$ cat src/rtl/sram_lsu_ctrl.sv
// Load/store sequencer in front of a word-wide single-port SRAM.
// Sub-word stores are done as read-modify-write; big-endian byte lanes.
module sram_lsu_ctrl #(
    parameter int D_WIDTH  = 32,
    parameter int SA_WIDTH = 10
) (
    input  logic                  Clk,
    input  logic                  Rst,
    input  logic                  Req,
    input  logic                  Wr,
    input  logic [1:0]            Size,
    input  logic                  Sgn,
    input  logic [SA_WIDTH+1:0]   Addr_In,
    input  logic [D_WIDTH-1:0]    Wdata,
    output logic                  Ready,
    output logic                  Done,
    output logic                  Err,
    output logic [D_WIDTH-1:0]    Rdata,
    output logic                  Sram_En,
    output logic                  Sram_RW,
    output logic [SA_WIDTH-1:0]   Sram_Addr,
    output logic [D_WIDTH-1:0]    Sram_Din,
    input  logic [D_WIDTH-1:0]    Sram_Dout
);

    typedef enum logic [1:0] {
        S_IDLE,
        S_READ,
        S_CAPT,
        S_WRITE
    } state_t;

    state_t                r_state;
    state_t                w_next;

    logic                  r_wr;
    logic [1:0]            r_size;
    logic                  r_sgn;
    logic [SA_WIDTH+1:0]   r_addr;
    logic [15:0]           r_wdata;
    logic                  r_done;
    logic                  r_err;
    logic [D_WIDTH-1:0]    r_rdata;
    logic [D_WIDTH-1:0]    r_din;

    logic                  w_accept;
    logic                  w_bad;
    logic                  w_word_st;
    logic [1:0]            w_boff;
    logic [4:0]            w_bpos;
    logic [4:0]            w_hpos;
    logic [7:0]            w_byte;
    logic [15:0]           w_half;
    logic [D_WIDTH-1:0]    w_fmt;
    logic [D_WIDTH-1:0]    w_merged;

    assign w_accept  = Req & Ready;
    assign w_bad     = (Size == 2'b11)
                     | ((Size == 2'b01) & Addr_In[0])
                     | ((Size == 2'b10) & (|Addr_In[1:0]));
    assign w_word_st = Wr & (Size == 2'b10);

    // Big-endian: byte offset 0 is the most significant lane
    assign w_boff = ~r_addr[1:0];
    assign w_bpos = {w_boff, 3'b000};
    assign w_hpos = {~r_addr[1], 4'b0000};
    assign w_byte = Sram_Dout[w_bpos +: 8];
    assign w_half = Sram_Dout[w_hpos +: 16];

    always_comb begin
        w_fmt = Sram_Dout;
        unique case (r_size)
            2'b00:   w_fmt = {{24{r_sgn & w_byte[7]}}, w_byte};
            2'b01:   w_fmt = {{16{r_sgn & w_half[15]}}, w_half};
            default: w_fmt = Sram_Dout;
        endcase
    end

    always_comb begin
        w_merged = Sram_Dout;
        if (r_size == 2'b00)
            w_merged[w_bpos +: 8] = r_wdata[7:0];
        else
            w_merged[w_hpos +: 16] = r_wdata;
    end

    always_ff @(posedge Clk) begin
        if (Rst)
            r_state <= S_IDLE;
        else
            r_state <= w_next;
    end

    always_comb begin
        w_next = r_state;
        unique case (r_state)
            S_IDLE: begin
                if (w_accept && !w_bad)
                    w_next = w_word_st ? S_WRITE : S_READ;
            end
            S_READ:  w_next = S_CAPT;
            S_CAPT:  w_next = r_wr ? S_WRITE : S_IDLE;
            S_WRITE: w_next = S_IDLE;
            default: w_next = S_IDLE;
        endcase
    end

    always_comb begin
        Ready   = (r_state == S_IDLE) & ~Rst;
        Sram_En = 1'b0;
        Sram_RW = 1'b0;
        unique case (r_state)
            S_READ: begin
                Sram_En = 1'b1;
            end
            S_WRITE: begin
                Sram_En = 1'b1;
                Sram_RW = 1'b1;
            end
            default: begin
                Sram_En = 1'b0;
                Sram_RW = 1'b0;
            end
        endcase
    end

    always_ff @(posedge Clk) begin
        if (Rst) begin
            r_wr    <= 1'b0;
            r_size  <= 2'b00;
            r_sgn   <= 1'b0;
            r_addr  <= '0;
            r_wdata <= '0;
            r_done  <= 1'b0;
            r_err   <= 1'b0;
            r_rdata <= '0;
            r_din   <= '0;
        end else begin
            r_done <= 1'b0;
            r_err  <= 1'b0;
            if (w_accept) begin
                r_wr    <= Wr;
                r_size  <= Size;
                r_sgn   <= Sgn;
                r_addr  <= Addr_In;
                r_wdata <= Wdata[15:0];
                if (w_bad) begin
                    r_done <= 1'b1;
                    r_err  <= 1'b1;
                end else if (w_word_st) begin
                    r_din <= Wdata;
                end
            end
            if (r_state == S_CAPT) begin
                if (r_wr) begin
                    r_din <= w_merged;
                end else begin
                    r_rdata <= w_fmt;
                    r_done  <= 1'b1;
                end
            end
            if (r_state == S_WRITE)
                r_done <= 1'b1;
        end
    end

    assign Done      = r_done;
    assign Err       = r_err;
    assign Rdata     = r_rdata;
    assign Sram_Addr = r_addr[SA_WIDTH+1:2];
    assign Sram_Din  = r_din;

endmodule
$ cat config.mk
export PLATFORM = sky130hd
export DESIGN_NAME = sram_lsu_ctrl
export DESIGN_NICKNAME = d
export VERILOG_FILES = /design/src/rtl/sram_lsu_ctrl.sv
export SDC_FILE = /design/constraint.sdc
export NUM_CORES = 1
export LEC_CHECK = 0
export CAP_MARGIN = 20
export CELL_PAD_IN_SITES_DETAIL_PLACEMENT = 1
export CELL_PAD_IN_SITES_GLOBAL_PLACEMENT = 1
export CORE_ASPECT_RATIO = 0.75
export CORE_UTILIZATION = 38
export CTS_CLUSTER_SIZE = 25
export DETAILED_ROUTE_END_ITERATION = 6
export PLACE_DENSITY_LB_ADDON = 0.1
export RECOVER_POWER = 25
export SLEW_MARGIN = 20
export SYNTH_ARGS = -nofsm -noshare
export SYNTH_HDL_FRONTEND = slang
export SYNTH_SLANG_ARGS = --single-unit
$ cat constraint.sdc
create_clock -name Clk -period 4.9 [get_ports Clk]
set_input_delay 0.98 -clock Clk [delete_from_list [all_inputs] [get_ports Clk]]
set_output_delay 0.98 -clock Clk [all_outputs]
set_load 0.05 [all_outputs]
==> run_results.csv, run 1 <==
group,metric,value,unit
drt,drt_first_iter_violations,297,
yosys,combinational_family_with_the_most_area_after_synthesis,"compound AO/OA/AOI/OAI gates",
sta,max_freq,0.306,GHz
yosys,yosysWarningCount,0,
yosys,postSynthAreaPerCell,9.18,sq um
yosys,fraction_of_synthesized_cell_area_taken_by_the_top_area_cell_type,36.4,%
yosys,synth-seq-area-share,36.4,%
final_layout,layout-drive-gt1-share,10.2,%
worst_setup_path,setup.worst_path.start,"Rst",
cts,cts_hold_buffers,0,
final_layout,number_of_nets_in_the_finished_design,801,
yosys,synth_cell_type_count,52,
yosys,netlist_top_cells_count,"dfxtp_1 (100), nand2_1 (60), o21ai_0 (47)",
drt,wl_per_cell,20.6,um
global_route,grt_antenna_before_repair,0,
pwr,power_leakage,2.55,nW
yosys,synth_edf_count,0,
worst_setup_path,setup.worst_path.class,"in -> out",
yosys,syn_inst,600,
floorplan,top_level_ports,162,
floorplan,area_of_the_placeable_core,13900,sq um
yosys,synthMostInstantiatedCell,"dfxtp_1",
final_layout,sequential_cell_area,2000,sq um
floorplan,start_util,39.5,%
cts,post_cts_resized,0,
worst_setup_path,rr_worst_depth,5,
global_route,grt_use_total,25.4,%
pwr,power_report.internal_total,1.34,mW
worst_setup_path,r2r-end,"Rdata[21]",
sta,setup-violations-final,0,
cts,cts.root.buffer_cell,"clkbuf_16",
pwr,peakVddDrop,177,uV
floorplan,floorplan.rows,37,
yosys,adder_cell_area_share_of_the_yosys_netlist,1.14,%
drt,vias,5193,
pwr,total_power,1.91,mW
floorplan,die_x,141,um
hold_path,min_path_type,"reg -> reg",
final_layout,filler_cell_count,1573,
worst_setup_path,rrSetupSlack,2.08,ns
placement,place_hpwl,13.1,mm
worst_setup_path,reg2reg_from,"r_addr[1]",
global_route,grt_pass1_vias,5263,
sta,finalHoldViolCount,0,
yosys,post_synth_and_or_nand_nor_area_fraction,18.4,%
job,drv.max_cap_violation_count,0,
floorplan,die_y,106,um
global_route,grt_first_pass_wirelength,29.4,mm
cts,tritoncts,"yes",
drt,dr_drc_count,0,
yosys,synth_mux_area_share,9.25,%
yosys,yosys.area_share.xor_xnor,0,%
sta,timing.final.crit_period,3.26,ns
outcome,status,"finished clean",
worst_setup_path,cp_data_arrival_time,2.28,ns
worst_setup_path,required,3.92,ns
pwr,power_per_cell_area,263,nW/um^2
global_route,grt_overflow_total,0,
yosys,compound_cell_area_share_of_the_yosys_netlist,27.8,%
yosys,synthArstFlopShare,0,%
cts,post_cts.repair.setup_buffers,0,
placement,port_buffers,161,
sta,final.setup_skew,0.00721,ns
placement,place_congestion,0.858,
cts,clock_transition_at_path_regs,0.07,ns
yosys,synth_area,5510,sq um
final_layout,combined_area_of_the_multi_input_logic_cells,3060,sq um
worst_setup_path,critical_path.startpoint_type,"input pin",
global_route,global_route.usage.met3,4.46,%
worst_setup_path,setup.worst_path.end_class,"output port",
cts,cts_htree_levels,3,
final_layout,area_growth,32.0,%
yosys,postSynthNetCount,688,
sta,slew_violations,0,
cts,numCtsBuffers,9,
sta,max_slew.worst_pin.slew,0.950,ns
global_route,busiest_layer,"met2",
drt,antenna_left,0,
sta,timing.final.crit_share,66.6,%
worst_setup_path,critical_path.max_fanout,44,
floorplan,floorplan.die_area,15000,sq um
pwr,sw_frac_of_total,29.6,%
drt,viasPerCell,5.69,
pwr,p_sw,566,uW
global_route,grt.met1_usage,35.8,%
sta,worst_slew_margin_rel,36.5,%
drt,dr.pass1.iters,4,
sta,finalSetupTns,0,ns
yosys,synth.ff_latch_count,100,
sta,rsz0062_at_grt,"false",
drt,routed_wirelength,18.8,mm
pwr,comb_power_share,18.2,%
pwr,sequentialPowerShare,45.7,%
final_layout,number_of_diodes,0,
worst_setup_path,critical_path.endpoint,"Ready",
pwr,share_clk_of_total_power,36.0,%
global_route,grtUsageMet2,39.7,%
yosys,synth.largest_area_cell,"dfxtp_1",
yosys,ys.flop_type,"dfxtp_1",
global_route,grt_start_max_net_pins,67,
yosys,ys_top_cells_by_area,"dfxtp_1 (36%), mux2i_1 (7.8%), a2111oi_2 (5.5%)",
cts,sink_count_of_the_clock_tree,100,
cts,clockBufferDepth,2,
cts,clk_latency,0.35,ns
[routing by layer]
layer  vias up  wire length (um)
li1       2442                 -
met1      2565              9210
met2       164              8330
met3        22               977
met4         0               259
met5         -                 0
[sequential cells by signal, indices dropped and copies added, names as in the netlist]
register,count
Rdata,32
Sram_Din,32
r_wdata,16
r_addr,12
r_size,2
r_state,2
Done,1
Err,1
r_sgn,1
r_wr,1
[area by class of cell]
cell class              count  area share, %
clock buffers              11           3.34
clock inverters             5          0.499
inverters                   6          0.310
multi-input cells         428           42.1
flip-flops and latches    100           27.6
well taps                 195           3.36
repair buffers            168           22.9
[cell usage in the layout, fill, tap and decap left out, drive strengths merged, types with 3 or more instances in the layout]
| cell | count |
|---|---|
| nand2 | 61 |
| inv | 6 |
| or2 | 7 |
| dlygate4sd3 | 3 |
| ha | 5 |
| clkdlybuf4s50 | 157 |
| nand2b | 32 |
| a21oi | 8 |
| a2111oi | 27 |
| buf | 8 |
| nand3b | 9 |
| nand3 | 3 |
| mux2i | 43 |
| nor3 | 5 |
| mux2 | 7 |
| nor2b | 16 |
| clkbuf | 11 |
| clkinv | 5 |
| a311oi | 17 |
| a221oi | 32 |
| dfxtp | 100 |
| and2 | 9 |
| o21ai | 49 |
| nor2 | 42 |
| a211oi | 37 |
| o31ai | 3 |
[cells by family after synthesis]
kind of cell,after synthesis
AND/OR/NAND/NOR,194
AO/OA/AOI/OAI,179
flip-flops,100
buffers and inverters,72
multiplexers,50
adder cells (fa/ha/maj),5
[metrics by stage]
step	hold WS (ns)	worst slack, ns	instances	utilization (%)	area [sq um]
2_1_floorplan	0.450	1.35	600	-	5510
3_3_place_gp	0.461	1.62	897	50.6	7050
3_5_place_dp	0.468	1.61	897	50.6	7050
4_1_cts	0.482	1.60	913	52.6	7330
5_1_grt	0.505	1.58	913	52.2	7270
6_report	0.476	1.64	913	52.2	7270
[power by group through the flow]
stage / Combinational [mW] / Sequential (mW) / Clock (mW)
final: 0.348 / 0.874 / 0.689
after global routing: 0.370 / 0.877 / 0.732
after CTS: 0.351 / 0.874 / 0.700
after detailed placement: 0.348 / 0.893 / 0
after global placement: 0.341 / 0.891 / 0
after floorplan: 0.192 / 0.898 / 0
[worst min-delay path by stage]
stage               cells past startpoint        from  slack [ns]    endpoint
floorplan                               2  r_addr[10]        0.45  r_addr[10]
global placement                        2   r_addr[3]        0.46   r_addr[3]
detailed placement                      2  r_addr[11]        0.47  r_addr[11]
CTS                                     2  r_addr[11]        0.48  r_addr[11]
global route                            2   r_addr[7]        0.50   r_addr[7]
finish                                  2   r_addr[6]        0.48   r_addr[6]
[critical path: stages]
cell and delay, ns:
buf_4 0.25, nor3_1 0.21, clkdlybuf4s50_1 0.84
(Power assumes the default switching activity.)
==> run 2: changes to the inputs <==
--- a/config.mk
+++ b/config.mk
@@ -9,7 +9,7 @@
 export CELL_PAD_IN_SITES_DETAIL_PLACEMENT = 1
 export CELL_PAD_IN_SITES_GLOBAL_PLACEMENT = 1
 export CORE_ASPECT_RATIO = 0.75
-export CORE_UTILIZATION = 38
+export CORE_UTILIZATION = 32
 export CTS_CLUSTER_SIZE = 25
 export DETAILED_ROUTE_END_ITERATION = 6
 export PLACE_DENSITY_LB_ADDON = 0.1
==> constraint.sdc (replaced) <==
create_clock -name Clk -period 3 [get_ports Clk]
set_input_delay 0.6 -clock Clk [delete_from_list [all_inputs] [get_ports Clk]]
set_output_delay 0.6 -clock Clk [all_outputs]
set_load 0.05 [all_outputs]
==> run 2 against run 1 <==
Count of clock-buffer cells in the layout is 2 higher. Clock power is 86% higher. Final area is 2.4% higher. Cell count is 2.6% higher. Die area is 18% higher. Total power is 72% higher.
==> run_results.csv, run 2 (synthesized netlist as in run 1, its figures left out) <==
group,metric,value,unit
cts,cts_hold_buffers,0,
sta,max_freq,0.391,GHz
cts,clk_latency,0.36,ns
final_layout,most_frequent_standard_cell_in_the_layout_excluding_fill_and_tap_cells,"clkdlybuf4s50_1",
sta,final.setup_skew,0.0114,ns
final_layout,final_core_util,44.2,%
job,drv.max_cap_violation_count,0,
sta,max_slew.worst_pin.slew,1.13,ns
worst_setup_path,cp_data_arrival_time,2.80,ns
cts,post_cts.repair.setup_buffers,0,
floorplan,top_level_ports,162,
hold_path,worst_hold_path.endpoint,"r_addr[9]",
drt,antenna_left,0,
floorplan,die_y,116,um
worst_setup_path,rr_worst_depth,6,
sta,finalSetupTns,0,ns
cts,clockBufferDepth,2,
final_layout,area_growth,35.2,%
hold_path,worst_hold_startpoint,"r_addr[9]",
sta,setup-violations-final,0,
worst_setup_path,r2r-end,"Sram_Din[23]",
floorplan,die_x,153,um
cts,cts_htree_levels,3,
sta,finalHoldViolCount,0,
worst_setup_path,timing.critical_path.slowest_stage_cell,"dfxtp_1",
placement,placedCellCount,920,
floorplan,start_util,32.7,%
placement,port_buffers,161,
sta,timing.final.crit_share,85.3,%
hold_path,min_path_type,"reg -> reg",
global_route,grt_overflow_total,0,
placement,place_hpwl,13.6,mm
worst_setup_path,worst-path-buf-inv,1,
final_layout,filler_cell_count,1900,
worst_setup_path,setup.worst_path.end_class,"flop",
pwr,power_leakage,2.63,nW
final_layout,layout-drive-gt1-share,11.4,%
worst_setup_path,critical_path.max_fanout,10,
sta,slew_violations,0,
cts,sink_count_of_the_clock_tree,100,
final_layout,number_of_nets_in_the_finished_design,804,
pwr,peakVddDrop,301,uV
drt,dr_drc_count,0,
sta,worst_slew_margin_rel,24.7,%
outcome,status,"finished clean",
sta,rsz0062_at_grt,"false",
sta,hold-worst-slack,0.475,ns
global_route,grt_first_pass_wirelength,30.2,mm
final_layout,final_cell_mix,"clkdlybuf4s50_1 (149), dfxtp_1 (99), nand2_1 (60)",
pwr,power_per_cell_area,442,nW/um^2
global_route,grt_use_total,22.3,%
floorplan,area_of_the_placeable_core,16800,sq um
drt,dr.pass1.iters,4,
cts,numCtsBuffers,9,
worst_setup_path,path_delay_family,"simple AND/OR/NAND/NOR gates",
final_layout,finish.cell_count_without_fillers,937,
worst_setup_path,setup.worst_path.class,"reg -> reg",
worst_setup_path,rrSetupSlack,0.44,ns
placement,place_congestion,0.792,
floorplan,floorplan.rows,41,
worst_setup_path,setup.worst_path.start,"r_addr[0]",
drt,drt_first_iter_violations,326,
global_route,grt_pass1_vias,5104,
drt,routed_wirelength,19.4,mm
cts,tritoncts,"yes",
drt,wl_per_cell,20.7,um
floorplan,floorplan.die_area,17700,sq um
worst_setup_path,critPathMaxStageDelay,0.54,ns
hold_path,timing.hold.worst_path_depth,2,
worst_setup_path,crit_chain,"inv_1 -> ha_1 -> nor3b_1 -> and4_1 -> a221oi_1 -> a2111oi_2",
drt,vias,5164,
worst_setup_path,required,3.24,ns
drt,viasPerCell,5.51,
cts,clock_transition_at_path_regs,0.07,ns
cts,post_cts_resized,0,
cts,cts.root.buffer_cell,"clkbuf_16",
global_route,grt_start_max_net_pins,101,
global_route,grt_antenna_before_repair,0,
worst_setup_path,critical_path.startpoint_type,"flop",
worst_setup_path,reg2reg_from,"r_addr[0]",
sta,timing.final.crit_period,2.56,ns
==> run 2: layout make-up <==
class / instances / area (sq um) / area share [%]
diodes: 1 / 2.50 / 0.0336
inverters: 6 / 22.5 / 0.303
clock buffers: 13 / 250 / 3.36
clock inverters: 3 / 68.8 / 0.925
multi-input cells: 428 / 3120 / 42.0
well taps: 215 / 269 / 3.61
repair buffers: 171 / 1700 / 22.9
flip-flops and latches: 100 / 2000 / 26.9
==> run 2: metrics by stage <==
step	setup slack (ns)	power, mW	cell area (sq um)
after detailed placement	0.311	2.04	7120
after global routing	0.176	3.44	7440
after CTS	0.424	3.33	7440
after global placement	0.425	2.03	7120
after floorplan	0.208	1.78	5510
final	0.441	3.29	7440
==> run 2: where the power goes <==
group | internal, mW | total, mW | switching (mW)
combinational | 0.242 | 0.579 | 0.337
sequential | 1.37 | 1.43 | 0.0585
clock | 0.759 | 1.28 | 0.525
==> run 2: worst max path at each step <==
stage                        end  slack (ns)  depth (start not counted)
finish              Sram_Din[23]        0.44                          6
global route         Sram_Din[8]        0.18                          6
CTS                 Sram_Din[16]        0.42                          6
detailed placement     Rdata[27]        0.31                          5
global placement       Rdata[27]        0.43                          5
floorplan                  Ready        0.21                          4
==> run 2: worst min-delay path: cells and delay by family, from the launching register on <==
kind / cells / cell delay [ns]
flops: 1 / 0.31
simple gates: 1 / 0.06
compound gates: 1 / 0.06
==> run 2: metal layers <==
layer / wire length [um] / vias to the layer above / GRT usage, % / share of wire (%)
met4: 243 / 0 / 5.20 / 1.3
met5: 0 / - / 0 / 0
li1: - / 2446 / - / -
met2: 8400 / 168 / 34.3 / 43
met3: 1140 / 19 / 4.53 / 5.9
met1: 9590 / 2531 / 32.1 / 49
